## src/rtl/pow2_clock_monitor.sv

```systemverilog
// rtl/pow2_clock_monitor.sv - divided-clock period checker with lock, enable pulse and sticky fault; optional stuck-clock timeout via POW2_CLKMON_TIMEOUT_EN
module pow2_clock_monitor #(
    parameter int DIV_LOG2    = 2,
    parameter int SYNC_STAGES = 2,
    parameter int LOCK_COUNT  = 4,
    parameter int PERIOD_W    = 8
) (
    input  logic                clock,
    input  logic                reset,
    input  logic                io_clk_div,
    output logic                io_enable,
    output logic                io_locked,
    output logic                io_fault,
    output logic [PERIOD_W-1:0] io_period
);
    localparam logic [PERIOD_W-1:0] PERIOD_EXP  = PERIOD_W'(1 << DIV_LOG2);
    localparam logic [PERIOD_W-1:0] CNT_MAX     = {PERIOD_W{1'b1}};
    localparam logic [3:0]          LOCK_TARGET = 4'(LOCK_COUNT);
`ifdef POW2_CLKMON_TIMEOUT_EN
    localparam logic [PERIOD_W-1:0] PERIOD_TIMEOUT = PERIOD_W'(2 << DIV_LOG2);
`endif

    typedef enum logic [1:0] {
        SEEK   = 2'd0,
        TRACK  = 2'd1,
        LOCKED = 2'd2
    } state_t;

    state_t                 state_q, state_d;
    logic [SYNC_STAGES-1:0] sync_q, sync_d;
    logic                   prev_q, prev_d;
    logic [PERIOD_W-1:0]    cnt_q, cnt_d;
    logic [PERIOD_W-1:0]    period_q, period_d;
    logic [3:0]             good_cnt_q, good_cnt_d;
    logic                   enable_q, enable_d;
    logic                   locked_q, locked_d;
    logic                   fault_q, fault_d;

    logic sync_out;
    logic rise;
    logic good;

    always_comb begin
        sync_d[0] = io_clk_div;
        for (int i = 1; i < SYNC_STAGES; i++) begin
            sync_d[i] = sync_q[i-1];
        end
    end

    assign sync_out = sync_q[SYNC_STAGES-1];
    assign rise     = sync_out & ~prev_q;
    assign prev_d   = sync_out;
    // On a rise cycle cnt_q holds the source cycles since the previous rise.
    assign good     = (cnt_q == PERIOD_EXP);

    always_comb begin
        state_d    = state_q;
        good_cnt_d = good_cnt_q;
        period_d   = period_q;
        fault_d    = fault_q;
        enable_d   = 1'b0;

        if (rise) begin
            cnt_d = PERIOD_W'(1);
        end else if (cnt_q == CNT_MAX) begin
            cnt_d = cnt_q;
        end else begin
            cnt_d = cnt_q + PERIOD_W'(1);
        end

        if (rise) begin
            period_d = cnt_q;
            case (state_q)
                SEEK: begin
                    state_d    = TRACK;
                    good_cnt_d = 4'd0;
                end
                TRACK: begin
                    if (good) begin
                        good_cnt_d = good_cnt_q + 4'd1;
                        if (good_cnt_q + 4'd1 == LOCK_TARGET) begin
                            state_d = LOCKED;
                        end
                    end else begin
                        fault_d = 1'b1;
                        state_d = SEEK;
                    end
                end
                LOCKED: begin
                    if (good) begin
                        enable_d = 1'b1;
                    end else begin
                        fault_d = 1'b1;
                        state_d = SEEK;
                    end
                end
                default: state_d = SEEK;
            endcase
        end
`ifdef POW2_CLKMON_TIMEOUT_EN
        else if (state_q != SEEK && cnt_q == PERIOD_TIMEOUT) begin
            fault_d = 1'b1;
            state_d = SEEK;
        end
`endif

        locked_d = (state_d == LOCKED);
    end

    always_ff @(posedge clock) begin
        if (reset) begin
            state_q    <= SEEK;
            sync_q     <= '0;
            prev_q     <= 1'b0;
            cnt_q      <= '0;
            period_q   <= '0;
            good_cnt_q <= 4'd0;
            enable_q   <= 1'b0;
            locked_q   <= 1'b0;
            fault_q    <= 1'b0;
        end else begin
            state_q    <= state_d;
            sync_q     <= sync_d;
            prev_q     <= prev_d;
            cnt_q      <= cnt_d;
            period_q   <= period_d;
            good_cnt_q <= good_cnt_d;
            enable_q   <= enable_d;
            locked_q   <= locked_d;
            fault_q    <= fault_d;
        end
    end

    assign io_enable = enable_q;
    assign io_locked = locked_q;
    assign io_fault  = fault_q;
    assign io_period = period_q;

endmodule
```

## config.mk

```make
export PLATFORM = sky130hd
export DESIGN_NAME = pow2_clock_monitor
export DESIGN_NICKNAME = d
export VERILOG_FILES = /design/src/rtl/pow2_clock_monitor.sv
export SDC_FILE = /design/constraint.sdc
export NUM_CORES = 1
export LEC_CHECK = 0
export CAP_MARGIN = 20
export CORE_MARGIN = 2
export CORE_UTILIZATION = 49
export DETAILED_ROUTE_END_ITERATION = 8
export PLACE_DENSITY = 0.72
export SETUP_SLACK_MARGIN = 0.15
export SLEW_MARGIN = 40
export SYNTH_ARGS = -nofsm -noshare
export SYNTH_HDL_FRONTEND = slang
export SYNTH_SLANG_ARGS = --single-unit
```

## constraint.sdc

```tcl
create_clock -name clock -period 1.6 [get_ports clock]
set_input_delay 0.32 -clock clock [delete_from_list [all_inputs] [get_ports clock]]
set_output_delay 0.32 -clock clock [all_outputs]
set_load 0.005 [all_outputs]
```

# Word-level counts from Yosys, hierarchy flattened
# Index checks and enable logic that the tools add are counted.
# Widths: inputs -> output; s select.
[totals]
out_inout_bits = 11
reg_bits = 28
word_cells = 42
input_bits = 3
[op_classes]
n_mux = 10
n_eq_ne = 8
n_reduce_logical = 7
bitwise = 5
n_addsub = 2
[ops]
columns = ["cell", "count"]
rows = [
  ["$add 8x1->8 const B", 1],
  ["$eq 8x3->1 const B", 1],
  ["$eq 8x8->1 const B", 1],
  ["$mux 2", 4],
  ["$pmux 4 s2", 1],
  ["$pmux 2 s3", 1],
  ["$reduce_and 3->1", 2],
  ["$add 4x1->4 const B", 1],
  ["$eq 2x2->1 const B", 2],
  ["$eq 4x3->1 const B", 1],
  ["$mux 4", 1],
  ["$ne 2x2->1 const B", 2],
  ["$not 1->1", 4],
  ["$reduce_or 2->1", 2],
  ["$mux 1", 3],
  ["$reduce_or 3->1", 1],
  ["$eq 2x1->1 const B", 1],
  ["$logic_not 2->1", 1],
  ["$reduce_bool 2->1", 1],
  ["$and 1x1->1", 1],
]

# Depth between registers and ports, before layout
# Gate-level depths: netlist (run 1).
[logic_depth]
depth_word = 7
depth_mapped = 6
depth_no_buf = 6

# Worst setup path after synthesis (run 1)
# OpenSTA, ideal clock, no wires.
[synth_timing]
kind = "register -> register"
start = "register cnt_q[7]"
end = "register good_cnt_q[3]"
t_required_ps = 1530
stages_incl_launch_ff = 7
slack_ps = 49
period_less_slack_ps = 1551
n_path_buf = 2
setup_ps = 70
t_arrival_ps = 1480
cell_sequence = "dfxtp_1 -> buf_6 -> nor3_4 -> nand4_2 -> buf_6 -> or4_1 -> a21oi_1"
[synth_between]
elab_chain_cells = 3
[synth_lines]
columns = ["item", "line", "text"]
rows = [
  ["start: declaration", "32", "logic [PERIOD_W-1:0] cnt_q, cnt_d;"],
  ["start signal: assignment", "125", "cnt_q <= cnt_d;"],
  ["$eq 8x3->1", "54", "assign good = (cnt_q == PERIOD_EXP);"],
  ["$ne 2x2->1 (no source line)", "n/a", ""],
  ["$reduce_and 3->1 (no source line)", "n/a", ""],
  ["end signal: assignment", "127", "good_cnt_q <= good_cnt_d;"],
  ["end: declaration", "34", "logic [3:0] good_cnt_q, good_cnt_d;"],
]
# Every way passes these cells.
# A chain may end at the register's enable or synchronous reset.

# Worst setup path in the final report (run 1)
[layout_timing]
start = "register good_cnt_q[0]"
end = "register locked_q, in the netlist io_locked"
[layout_between]
elab_chain_cells = 7
[layout_lines]
columns = ["item", "line", "text"]
rows = [
  ["$add 4x1->4", "81", "if (good_cnt_q + 4'd1 == LOCK_TARGET) begin"],
  ["$eq 4x3->1", "81", ""],
  ["$mux 2", "81", ""],
  ["$mux 2", "79", "if (good) begin"],
  ["$pmux 2 s3", "73", "case (state_q)"],
  ["$mux 2", "71", "if (rise) begin"],
  ["$eq 2x2->1", "107", "locked_d = (state_d == LOCKED);"],
  ["end signal: assignment", "129", "locked_q <= locked_d;"],
  ["end: declaration", "36", "logic locked_q, locked_d;"],
]
# Every way passes these cells.

==> impl_metrics.py, run 1 <==
metrics = {
    "setup_path": {
        "worst-path-max-fanout": 2,
        "criticalPathCategory": "reg2reg",
        "crit_start": "good_cnt_q[0]$_SDFFE_PP0P_",
        "cp-endpoint": "io_locked$_SDFF_PP0_",
        "r2r_cells": 4,
        "worst-endpoint-required_ns": 1.84,
        "crit_path_end_kind": "flip-flop",
        "rrSetupSlack_ns": 0.11,
        "r2r_start": "good_cnt_q[0]$_SDFFE_PP0P_",
        "worst_setup_path_start_kind": "flip-flop",
        "crit_reg_reg_endpoint": "io_locked$_SDFF_PP0_",
        "arrival_ns": 1.74,
    },
    "synth": {
        "synthesis.area_sq_um": 1320,
        "synth-compound-area-share_pct": 13.9,
        "synth.mux.area_fraction_pct": 1.51,
        "largest_family_of_logic_cells_by_synthesized_area": "simple AND/OR/NAND/NOR gates",
        "post_syn_instances": 150,
        "synth_simple_gate_area_share_pct": 27.1,
        "synth.yosys.warnings": 0,
        "ys_seq_area_share_pct": 42.3,
        "yosys.area_share.xor_xnor_pct": 1.32,
        "post_synth_num_cell_types": 35,
        "synth_area_per_cell_sq_um": 8.83,
        "synth-adder-area-share_pct": 6.62,
        "syn_nets": 160,
        "ys_ff_latch": 28,
    },
    "sta": {
        "layout_min_cycle_time_ns": 1.49,
        "rsz0062_at_grt": "true",
        "maxSlewViolCount": 0,
        "report.final.setup_viol": 0,
        "hold_viol_final": 0,
        "slew_headroom_pct": 77.7,
        "whs_ns": 0.454,
        "max_freq_mhz": 670,
        "worstMarginPinSlew_ns": 0.333,
        "final_setup_skew_ns": 0.00275,
        "final.period_utilization_pct": 93.3,
    },
    "placed_design": {
        "detailed_place.area_sq_um": 1540,
        "dp.final_hpwl_um": 2090,
        "gpl.final_weighted_congestion": 0.831,
        "placement.io_buffers": 13,
    },
    "cells_and_area": {
        "area_growth_syn_to_layout_pct": 30.7,
        "fin_area_sq_um": 1730,
        "diodes": 0,
        "fin_nets": 190,
        "drive_gt1_share_pct": 37.4,
    },
    "clock_network": {
        "cts.sinks": 28,
        "ctsLongestPathBuffers": 2,
        "cts_htree_levels": 1,
        "tritoncts": "yes",
        "clock_buffers_created_by_tritoncts": 3,
        "cts_hold_repair.buffers": 0,
        "insertion_delay_ns": 0.33,
        "cts.reportedPaths.clkPinSlew_ns": 0.14,
        "clock-root-buffer": "sky130_fd_sc_hd__clkbuf_4",
    },
    "floorplan": {
        "chipHeight_um": 56.0,
        "floorplan.die.width_um": 56.0,
        "coreArea_sq_um": 2520,
        "design.die.area_sq_um": 3130,
        "design.portCount": 14,
        "placement_rows": 18,
        "floorplan.initialDensity_pct": 52.5,
    },
    "grt": {
        "globalRouteOverflowTotal": 0,
        "busiest_layer": "met2",
        "vias_in_the_first_global_route": 1207,
        "grt_use_total_pct": 18.8,
        "pin_count_of_the_biggest_net_entering_global_routing": 16,
        "global_route_wire_length_before_repair_um": 4840,
        "global_route.usage.met1_pct": 19.3,
        "antenna_found_initial": 0,
        "gr-usage-met2_pct": 35.8,
        "globalRouteMet3Util_pct": 4.88,
    },
    "drt": {
        "vias": 1181,
        "wire_per_inst_um": 14.0,
        "drt-pass1-iter-count": 4,
        "post_drt_via_cell_ratio": 5.65,
        "drtAntennaViolNets": 0,
        "totalWireLength_um": 2930,
        "drt_iter0_drc": 28,
        "drc": 0,
    },
    "job": {
        "cap_viol_max_count": 0,
    },
    "outcome": {
        "outcome": "finished, final reports clean",
    },
    "pwr": {
        "power.static_leakage_nw": 0.661,
        "vdd.ir_drop.worst_mv": 0.631,
        "pwr_density_cell_nw_per_um2": 687,
    },
    "hold_path": {
        "min_path_type": "reg2reg",
    },
}
==> worst min-delay path by stage <==
stage | start | endpoint | cells after the start
final | sync_q[0]$_SDFF_PP0_ | sync_q[1]$_SDFF_PP0_ | 1
after global routing | sync_q[0]$_SDFF_PP0_ | sync_q[1]$_SDFF_PP0_ | 1
after CTS | sync_q[0]$_SDFF_PP0_ | sync_q[1]$_SDFF_PP0_ | 1
after detailed placement | sync_q[0]$_SDFF_PP0_ | sync_q[1]$_SDFF_PP0_ | 1
after global placement | sync_q[0]$_SDFF_PP0_ | sync_q[1]$_SDFF_PP0_ | 1
after floorplan | reset | prev_q$_SDFF_PP0_ | 1
==> cells in the mapped netlist (all sizes together) <==
cell type | count | share of area, %
and3 | 1 | 0.47
or4 | 2 | 1.1
a21oi | 17 | 6.4
a211oi | 1 | 0.57
o311ai | 1 | 0.66
clkbuf | 3 | 0.85
and4bb | 1 | 0.95
buf | 5 | 4.0
o21ai | 2 | 0.76
ha | 7 | 6.6
dlygate4sd1 | 1 | 0.66
mux2i | 2 | 1.5
dfxtp | 28 | 42
a2111oi | 1 | 1.1
nor2b | 5 | 2.4
or3 | 3 | 1.4
or3b | 1 | 0.66
xnor2 | 2 | 1.3
nand4 | 2 | 1.4
a31oi | 3 | 1.4
nor2 | 11 | 3.1
nand3 | 9 | 3.4
inv | 6 | 1.7
nor4bb | 1 | 0.76
o21a | 1 | 0.57
nand2 | 21 | 6.0
and4 | 2 | 1.4
o211ai | 2 | 1.1
nand2b | 2 | 0.95
nor3 | 6 | 3.1
o41ai | 1 | 1.2
==> placed cells by master, fill, tap and decap left out, types with 2 or more instances in the layout <==
cell type / synthesis / final
sky130_fd_sc_hd__clkbuf_4: 0 / 3
sky130_fd_sc_hd__a31oi_1: 3 / 3
sky130_fd_sc_hd__dfxtp_2: 0 / 17
sky130_fd_sc_hd__nand3_1: 9 / 9
sky130_fd_sc_hd__ha_2: 0 / 4
sky130_fd_sc_hd__or3_1: 3 / 2
sky130_fd_sc_hd__dlygate4sd2_1: 0 / 11
sky130_fd_sc_hd__or4_1: 2 / 2
sky130_fd_sc_hd__nor2_1: 11 / 9
sky130_fd_sc_hd__nor2b_1: 5 / 4
sky130_fd_sc_hd__ha_4: 0 / 2
sky130_fd_sc_hd__xnor2_1: 2 / 2
sky130_fd_sc_hd__o21ai_0: 2 / 2
sky130_fd_sc_hd__clkdlybuf4s50_1: 0 / 2
sky130_fd_sc_hd__a21oi_2: 0 / 2
sky130_fd_sc_hd__a21oi_1: 17 / 15
sky130_fd_sc_hd__inv_2: 0 / 3
sky130_fd_sc_hd__o211ai_1: 2 / 2
sky130_fd_sc_hd__nor3_1: 5 / 5
sky130_fd_sc_hd__mux2i_1: 2 / 2
sky130_fd_sc_hd__buf_4: 1 / 20
sky130_fd_sc_hd__inv_1: 6 / 2
sky130_fd_sc_hd__nand2_1: 21 / 21
sky130_fd_sc_hd__nand2b_1: 2 / 2
sky130_fd_sc_hd__nor2_2: 0 / 2
sky130_fd_sc_hd__dfxtp_1: 28 / 10
==> cells by family after synthesis <==
logic type               count (synthesis)
multiplexers                             2
AND/OR/NAND/NOR                         67
flip-flops                              28
buffers and inverters                   15
adder cells (fa/ha/maj)                  7
XOR/XNOR                                 2
AO/OA/AOI/OAI                           29
==> power by group <==
part	switching, mW	internal (mW)	leakage [nW]
Clock	0.206	0.139	0.0210
Sequential	0.0103	0.710	0.236
Combinational	0.0648	0.0596	0.404
Total	0.281	0.909	0.661
==> flip-flops by register name (all words and copies together) (netlist names) <==
register    cells
io_enable       1
io_period       8
sync_q          2
io_locked       1
state_q         2
prev_q          1
good_cnt_q      4
io_fault        1
cnt_q           8
==> stage by stage <==
stage	total power [mW]	utilization (%)	instances	setup WS, ns	TNS [ns]
floorplan	0.794	-	150	0.116	0
global placement	0.829	61.2	199	0.0616	0
detailed placement	0.832	61.2	199	-0.0189	-0.0189
CTS	1.19	66.2	208	0.0783	0
global route	1.24	68.6	209	0.0608	0
finish	1.19	68.6	209	0.108	0
==> final cells by class <==
type	count	area, sq um
clock buffers	4	36.3
fillers	223	792
inverters	6	25.0
multi-input cells	107	768
flip-flops and latches	28	586
well taps	30	37.5
repair buffers	34	278
==> routing by layer <==
metal | vias up | part of all wire, %
met1 | 565 | 40
met4 | 0 | 1.5
li1 | 581 | -
met2 | 27 | 55
met3 | 8 | 3.6
met5 | - | 0
==> critical path, stage by stage (launching register included) <==
cell and delay [ns]:
sky130_fd_sc_hd__dfxtp_2 0.37, sky130_fd_sc_hd__ha_2 0.17, sky130_fd_sc_hd__or3b_4 0.39, sky130_fd_sc_hd__o21a_1 0.23, sky130_fd_sc_hd__a2111oi_4 0.26
==> repair_timing <==
| action | in CTS | in global routing |
|---|---|---|
| setup buffers | 5 | 1 |
| resized for setup | 38 | 15 |
| pin swaps | 4 | 5 |
| setup endpoints to repair | 18 | 10 |
Note: power is estimated with default switching activity, not from simulation.
==> inputs of run 2 (changes only) <==
--- a/config.mk
+++ b/config.mk
@@ -11,6 +11,7 @@
 export DETAILED_ROUTE_END_ITERATION = 8
 export PLACE_DENSITY = 0.72
 export SETUP_SLACK_MARGIN = 0.15
+export SKIP_LAST_GASP = 1
 export SLEW_MARGIN = 40
 export SYNTH_ARGS = -nofsm -noshare
 export SYNTH_HDL_FRONTEND = slang
==> results of run 2 <==
The final DEF is identical to that of run 1; final timing and power are the same.
